==> src/rtl/corefifo_pkg.sv <==
// Shared sizing helpers and legality limits for the single-clock COREFIFO controller.
package corefifo_pkg;

  localparam int unsigned RamLatMin = 1;
  localparam int unsigned RamLatMax = 2;

  function automatic int unsigned fifo_depth(input int unsigned addr_width);
    return 32'd1 << addr_width;
  endfunction

  // One extra bit so the count can represent a completely full RAM.
  function automatic int unsigned count_width(input int unsigned addr_width);
    return addr_width + 1;
  endfunction

  function automatic bit ram_lat_legal(input int unsigned lat);
    return (lat >= RamLatMin) && (lat <= RamLatMax);
  endfunction

endpackage

==> src/rtl/corefifo_lat_pipe.sv <==
// Fixed-length delay line with synchronous active-high clear; aligns DVALID with RAM read data.
module corefifo_lat_pipe #(
  parameter int unsigned Width  = 1,
  parameter int unsigned Stages = 1
) (
  input  logic             clk_i,
  input  logic             rst_i,
  input  logic [Width-1:0] in_i,
  output logic [Width-1:0] out_o
);

  logic [Stages-1:0][Width-1:0] pipe_q;

  always_ff @(posedge clk_i) begin
    if (rst_i) begin
      pipe_q <= '0;
    end else begin
      pipe_q[0] <= in_i;
      for (int unsigned i = 1; i < Stages; i++) begin
        pipe_q[i] <= pipe_q[i-1];
      end
    end
  end

  assign out_o = pipe_q[Stages-1];

endmodule

==> src/rtl/corefifo_sync_ctrl.sv <==
// Single-clock FIFO controller driving an external LSRAM wrapper: pointers, occupancy,
// registered status flags, error pulses and a read-data-valid strobe.
module corefifo_sync_ctrl
  import corefifo_pkg::*;
#(
  parameter int unsigned ADDR_WIDTH = 7,
  parameter int unsigned AFULL_TH   = 120,
  parameter int unsigned AEMPTY_TH  = 8,
  parameter int unsigned RAM_LAT    = 1
) (
  input  logic                  CLOCK,
  input  logic                  RESET,
  input  logic                  WE,
  input  logic                  RE,
  output logic                  FULL,
  output logic                  EMPTY,
  output logic                  AFULL,
  output logic                  AEMPTY,
  output logic [ADDR_WIDTH:0]   COUNT,
  output logic                  OVERFLOW,
  output logic                  UNDERFLOW,
  output logic                  DVALID,
  output logic                  RAM_WEN,
  output logic [ADDR_WIDTH-1:0] RAM_WADDR,
  output logic                  RAM_REN,
  output logic [ADDR_WIDTH-1:0] RAM_RADDR
);

  localparam int unsigned Depth = fifo_depth(ADDR_WIDTH);
  localparam int unsigned CntW  = count_width(ADDR_WIDTH);

  if (!ram_lat_legal(RAM_LAT)) begin : gen_bad_ram_lat
    $error("corefifo_sync_ctrl: RAM_LAT must be 1 or 2");
  end

  logic [ADDR_WIDTH-1:0] wptr_q, wptr_d;
  logic [ADDR_WIDTH-1:0] rptr_q, rptr_d;
  logic [CntW-1:0]       count_q, count_d;
  logic                  full_q, full_d;
  logic                  empty_q, empty_d;
  logic                  afull_q, afull_d;
  logic                  aempty_q, aempty_d;
  logic                  ovf_q, udf_q;
  logic                  wr_ok, rd_ok;

  // Acceptance looks only at registered flags: no write-through-read when full,
  // no fall-through when empty.
  assign wr_ok = WE & ~full_q;
  assign rd_ok = RE & ~empty_q;

  always_comb begin
    wptr_d  = wptr_q;
    rptr_d  = rptr_q;
    count_d = count_q;
    if (wr_ok) wptr_d = wptr_q + ADDR_WIDTH'(1);
    if (rd_ok) rptr_d = rptr_q + ADDR_WIDTH'(1);
    unique case ({wr_ok, rd_ok})
      2'b10:   count_d = count_q + CntW'(1);
      2'b01:   count_d = count_q - CntW'(1);
      default: count_d = count_q;
    endcase
  end

  // Flags derive from the next count so they line up with COUNT every cycle.
  always_comb begin
    full_d   = (count_d == CntW'(Depth));
    empty_d  = (count_d == '0);
    afull_d  = (count_d >= CntW'(AFULL_TH));
    aempty_d = (count_d <= CntW'(AEMPTY_TH));
  end

  always_ff @(posedge CLOCK) begin
    if (RESET) begin
      wptr_q   <= '0;
      rptr_q   <= '0;
      count_q  <= '0;
      full_q   <= 1'b0;
      empty_q  <= 1'b1;
      afull_q  <= 1'b0;
      aempty_q <= 1'b1;
      ovf_q    <= 1'b0;
      udf_q    <= 1'b0;
    end else begin
      wptr_q   <= wptr_d;
      rptr_q   <= rptr_d;
      count_q  <= count_d;
      full_q   <= full_d;
      empty_q  <= empty_d;
      afull_q  <= afull_d;
      aempty_q <= aempty_d;
      ovf_q    <= WE & full_q;
      udf_q    <= RE & empty_q;
    end
  end

  corefifo_lat_pipe #(
    .Width  (1),
    .Stages (RAM_LAT)
  ) u_dvalid_pipe (
    .clk_i (CLOCK),
    .rst_i (RESET),
    .in_i  (rd_ok),
    .out_o (DVALID)
  );

  assign RAM_WEN   = wr_ok;
  assign RAM_WADDR = wptr_q;
  assign RAM_REN   = rd_ok;
  assign RAM_RADDR = rptr_q;

  assign FULL      = full_q;
  assign EMPTY     = empty_q;
  assign AFULL     = afull_q;
  assign AEMPTY    = aempty_q;
  assign COUNT     = count_q;
  assign OVERFLOW  = ovf_q;
  assign UNDERFLOW = udf_q;

endmodule

==> config.mk <==
export PLATFORM = sky130hd
export DESIGN_NAME = corefifo_sync_ctrl
export DESIGN_NICKNAME = d
export VERILOG_FILES = /design/src/rtl/corefifo_pkg.sv /design/src/rtl/corefifo_lat_pipe.sv /design/src/rtl/corefifo_sync_ctrl.sv
export SDC_FILE = /design/constraint.sdc
export NUM_CORES = 1
export LEC_CHECK = 0
export CAP_MARGIN = 5
export CORE_MARGIN = 4
export CORE_UTILIZATION = 50
export CTS_CLUSTER_DIAMETER = 120
export DETAILED_ROUTE_END_ITERATION = 16
export GPL_TIMING_DRIVEN = 0
export PLACE_DENSITY = 0.78
export SLEW_MARGIN = 15
export SYNTH_ARGS = -nofsm -noshare
export SYNTH_HDL_FRONTEND = slang
export SYNTH_SLANG_ARGS = --single-unit
==> constraint.sdc <==
create_clock -name CLOCK -period 4.35 [get_ports CLOCK]
set_input_delay 0.87 -clock CLOCK [delete_from_list [all_inputs] [get_ports CLOCK]]
set_output_delay 0.87 -clock CLOCK [all_outputs]
set_load 0.05 [all_outputs]
# Word level (Yosys, flattened, before mapping)
# Cells that the tools add are included.
# Widths: inputs -> output; s select.
[op_classes] addsub=4 magnitude_cmp=2 n_eq_ne=3 mux=1 bitwise_logic=6 n_reduce_logical=1
[op_table] cell="$pmux 8 s2" n=1
[op_table] cell="$add 7x1->7 const B" n=2
[op_table] cell="$add 8x1->8 const B" n=1
[op_table] cell="$eq 8x8->1 const B" n=1
[op_table] cell="$ge 8x7->1 const B" n=1
[op_table] cell="$le 8x4->1 const B" n=1
[op_table] cell="$logic_not 8->1" n=1
[op_table] cell="$sub 8x1->8 const B" n=1
[op_table] cell="$and 1x1->1" n=4
[op_table] cell="$eq 2x1->1 const B" n=1
[op_table] cell="$eq 2x2->1 const B" n=1
[op_table] cell="$not 1->1" n=2
[word_totals] ff_bits=29 in_bits=4 out_inout_bits=31 wordCells=27

# Longest topological paths before layout
[logic_depth] ltp_word=5 mapped_depth=12 mapped_depth_nobuf=11

# Modules after synthesis
# A second synthesis with hierarchy kept.
[unflattened] cells_unflattened=189 hier_area_um2=1635.3
[modules_own_cells] module="corefifo_sync_ctrl" instances=1 cells_per_inst=187 area_per_inst_um2=1601.5 seq_area_each_um2=560.5
[modules_own_cells] module="corefifo_lat_pipe" instances=1 cells_per_inst=2 area_per_inst_um2=33.8 seq_area_each_um2=20.0

# Worst setup path before layout
# Ideal clock, no wire load.
[synth_timing] path_kind="input-to-reg" start="in RE" end="reg afull_q, in the netlist AFULL" setup_ns=0.101 t_arrival_ns=3.059 required_time_ns=4.249 setup_slack_ns=1.190 path_stages=11 n_path_buf=2 path_cell_list="nand2b_1 > clkbuf_1 > inv_1 > ha_1 > clkbuf_1 > inv_1 > o2111ai_1 > o21ai_0 > a221o_1 > or2_1 > o41ai_1"
[synth_between] elab_chain_cells=4 elab_cells_between_ends=5 cone_classes="1 x order compare; 2 x eq/ne; 1 x mux; 1 x bitwise"
[synth_lines] element="start: declaration" line="corefifo_sync_ctrl.sv:14" source="input logic RE,"
[synth_lines] element="$and 1x1->1 *" line="corefifo_sync_ctrl.sv:49" source="assign rd_ok = RE & ~empty_q;"
[synth_lines] element="$eq 2x1->1 or $eq 2x2->1 (tied branches)" line="corefifo_sync_ctrl.sv:57" source="unique case ({wr_ok, rd_ok})"
[synth_lines] element="$pmux 8 s2 *" line="corefifo_sync_ctrl.sv:57"
[synth_lines] element="$ge 8x7->1 *" line="corefifo_sync_ctrl.sv:68" source="afull_d = (count_d >= CntW'(AFULL_TH));"
[synth_lines] element="end signal: assignment" line="corefifo_sync_ctrl.sv:89" source="afull_q <= afull_d;"
[synth_lines] element="end: declaration" line="corefifo_sync_ctrl.sv:41" source="logic afull_q, afull_d;"
# Every way passes the cells marked *; elsewhere a longest branch is shown, timed or not.
# A chain may end at the register's enable or synchronous reset.

# Final worst setup path
# Ends and elaborated chain as after synthesis.

==> flow_summary.yaml <==
sta:
  finalHoldViolCount: 0
  final.setup.tns_ps: 0
  max_freq_mhz: 256.5
  rsz0062_at_grt: "false"
  worst_pin_slew_ps: 512.4
  slew_headroom_pct: 65.84
  fin_skew_ps: 14.32
  setup_viol: 0
  drv_slew: 0
  period_share_pct: 89.62
  post-route-min-period_ps: 3899
floorplanning:
  die_width_um: 65.74
  rows: 20
  floorplan.die_area_um2: 4321
  die_y_um: 65.74
  initial_utilization_pct: 53.28
  ios: 35
  coreArea_um2: 3128
synthesis:
  synthCells: 200
  synth_area_per_cell_um2: 8.333
  synth-edff-count: 0
  synth_area_leaders: "dfxtp_1 35%, xnor2_1 4.7%, nor2_1 4.5%, xor2_1 4.2%, a21oi_1 3.6%"
  synth_top_area_cell: "dfxtp_1"
  synth-seq-cells: 29
  seq_area_frac_synth_pct: 34.83
  yosys_warnings: 0
  synth_top_area_share_pct: 34.83
  synth.distinct_cells: 51
  syn_nets: 208
  ys.flop_type: "dfxtp_1"
  yosysMostFrequentCell: "dfxtp_1"
  synthTopCellsByCount: "29 x dfxtp_1, 20 x nor2_1, 12 x a21oi_1, 12 x nand2_1, 9 x xnor2_1"
  synthesis.area_um2: 1667
  async_flop_share_pct: 0
power_and_ir_drop:
  p_total_uw: 923.8
  p_per_area_nw_per_um2: 438.5
  ir_worst_vdd_mv: 0.2779
  leakagePower_nw: 0.7668
place:
  place_congestion: 0.9361
  post-dp-hpwl_mm: 2.919
  io_buffers: 33
drt:
  dr.pass1.iters: 5
  drc_errors: 0
  via_per_inst: 5.630
  drtAntennaViolNets: 0
  drtIter0Drc: 96
  routedWlPerCell_um: 13.91
  routed_wl_mm: 3.951
  vias: 1599
worst_setup_path:
  critPathLaunchType: "input port"
  end_kind: "flop"
  cp_max_fo: 10
  crit_arrival_ps: 4100
  worstSetupPathType: "in -> reg"
  cp.required_ps: 4550
clock_tree:
  cts_max_level: 2
  clock_latency_ps: 330
  cts_tree: "built"
  clk_pin_slew_worst_paths_ps: 90
  clock_sinks: 29
  clock_tree.buffer_depth: 2
  cts.root.buffer_cell: "clkbuf_4"
  numCtsBuffers: 5
  ctsResizeCount: 0
  cts_hold_buf: 0
  cts_setup_buffers: 0
cells_and_area:
  drive_above_1_share_pct: 9.167
  area_growth_pct: 26.43
  num_antenna_cells: 0
  final_nets: 248
global_routing:
  grt_pass1_wl_mm: 6.617
  grt-ovfl-total: 0
  grt_use_total_pct: 19.63
  grt_max_degree: 11
  grt_pass1_vias: 1528
  antenna_found_initial: 0
outcome:
  status: "finished clean"
worst_hold_path:
  hold_class: "reg -> reg"
flow_run:
  cap_viol_max_count: 0
==> through the flow <==
step	setup slack, ps	cell area, um2	std cells	hold slack [ps]	utilization (%)
finish	451.4	2107	284	489.9	67.36
global route	235.5	2107	284	525.5	67.36
CTS	506.5	2107	284	491.4	67.36
detailed placement	191.0	2052	277	478.8	65.60
global placement	257.0	2052	277	470.3	65.60
floorplan	1190	1667	200	695.4	-
==> power by group <==
part	leakage [nW]	switching [mW]	internal [mW]	total (mW)
clock	0.0314	0.0928	0.0762	0.169
sequential	0.236	0.0266	0.294	0.321
combinational	0.500	0.282	0.152	0.434
total	0.767	0.402	0.522	0.924
==> routing by layer <==
layer / GRT usage [%] / vias to the layer above / routed length, um
met5: 0 / - / 0
li1: - / 797 / -
met1: 25.16 / 719 / 1778
met3: 5.812 / 10 / 303
met4: 7.772 / 0 / 71
met2: 30.66 / 73 / 1797
==> worst paths after layout <==
| kind | cells after the start | end | slack [ps] | start |
|---|---|---|---|---|
| max | 12 | AFULL | 450 | RE |
| min reg2reg | 2 | RAM_WADDR[6] | 490 | RAM_WADDR[6] |
| max reg2reg | 11 | AFULL | 1060 | EMPTY |
| min | 2 | RAM_WADDR[6] | 490 | RAM_WADDR[6] |
==> worst max-delay path, cell delays in order <==
cell and delay [ps]:
clkdlybuf4s50_1 420, nand2b_1 120, clkbuf_1 390, inv_1 90
ha_1 330, clkbuf_1 420, inv_1 200, o2111ai_1 150
o21ai_0 140, a221o_1 370, or2_1 230, o41ai_1 360
==> sequential cells by signal, indices dropped and copies added, names as in the netlist <==
name	count
COUNT	8
RAM_RADDR	7
RAM_WADDR	7
AEMPTY	1
AFULL	1
EMPTY	1
FULL	1
OVERFLOW	1
UNDERFLOW	1
u_dvalid_pipe.out_o	1
==> final cells by class <==
| class | instances | area [um2] |
|---|---|---|
| Sequential cell | 29 | 580.6 |
| Inverter | 9 | 33.78 |
| Multi-Input combinational cell | 147 | 980.9 |
| Tap cell | 44 | 55.05 |
| Fill cell | 276 | 1021 |
| Clock buffer | 7 | 55.05 |
| Buffer | 15 | 71.32 |
| Timing Repair Buffer | 33 | 330.3 |
==> cells in the final DEF, fill, tap and decap left out, types with 2 or more instances in the layout <==
cell type,count
mux2i_1,2
a21oi_1,12
buf_2,6
xnor2_1,9
a31oi_1,3
nor2b_1,2
clkbuf_1,8
nor3b_1,3
dfxtp_1,29
clkdlybuf4s50_1,33
a32oi_1,2
o32ai_1,2
a211o_1,2
o41ai_1,3
clkbuf_4,5
nand4_1,6
inv_1,7
nand2b_1,6
nor3_1,4
nand2_1,12
o21ai_0,8
a21o_1,2
nor4_2,2
inv_2,2
xor2_1,8
nor2_1,20
or3_1,3
ha_1,4
and3_1,3
nand3_1,8
==> cell families after synthesis <==
| group | synth area share [%] |
|---|---|
| flip-flops | 34.84 |
| buffers and inverters | 6.307 |
| multiplexers | 1.877 |
| XOR/XNOR | 8.934 |
| AND/OR/NAND/NOR | 25.30 |
| AO/OA/AOI/OAI | 19.75 |
| adder cells (fa/ha/maj) | 3.003 |
Note: power is estimated with default switching activity, not from simulation.
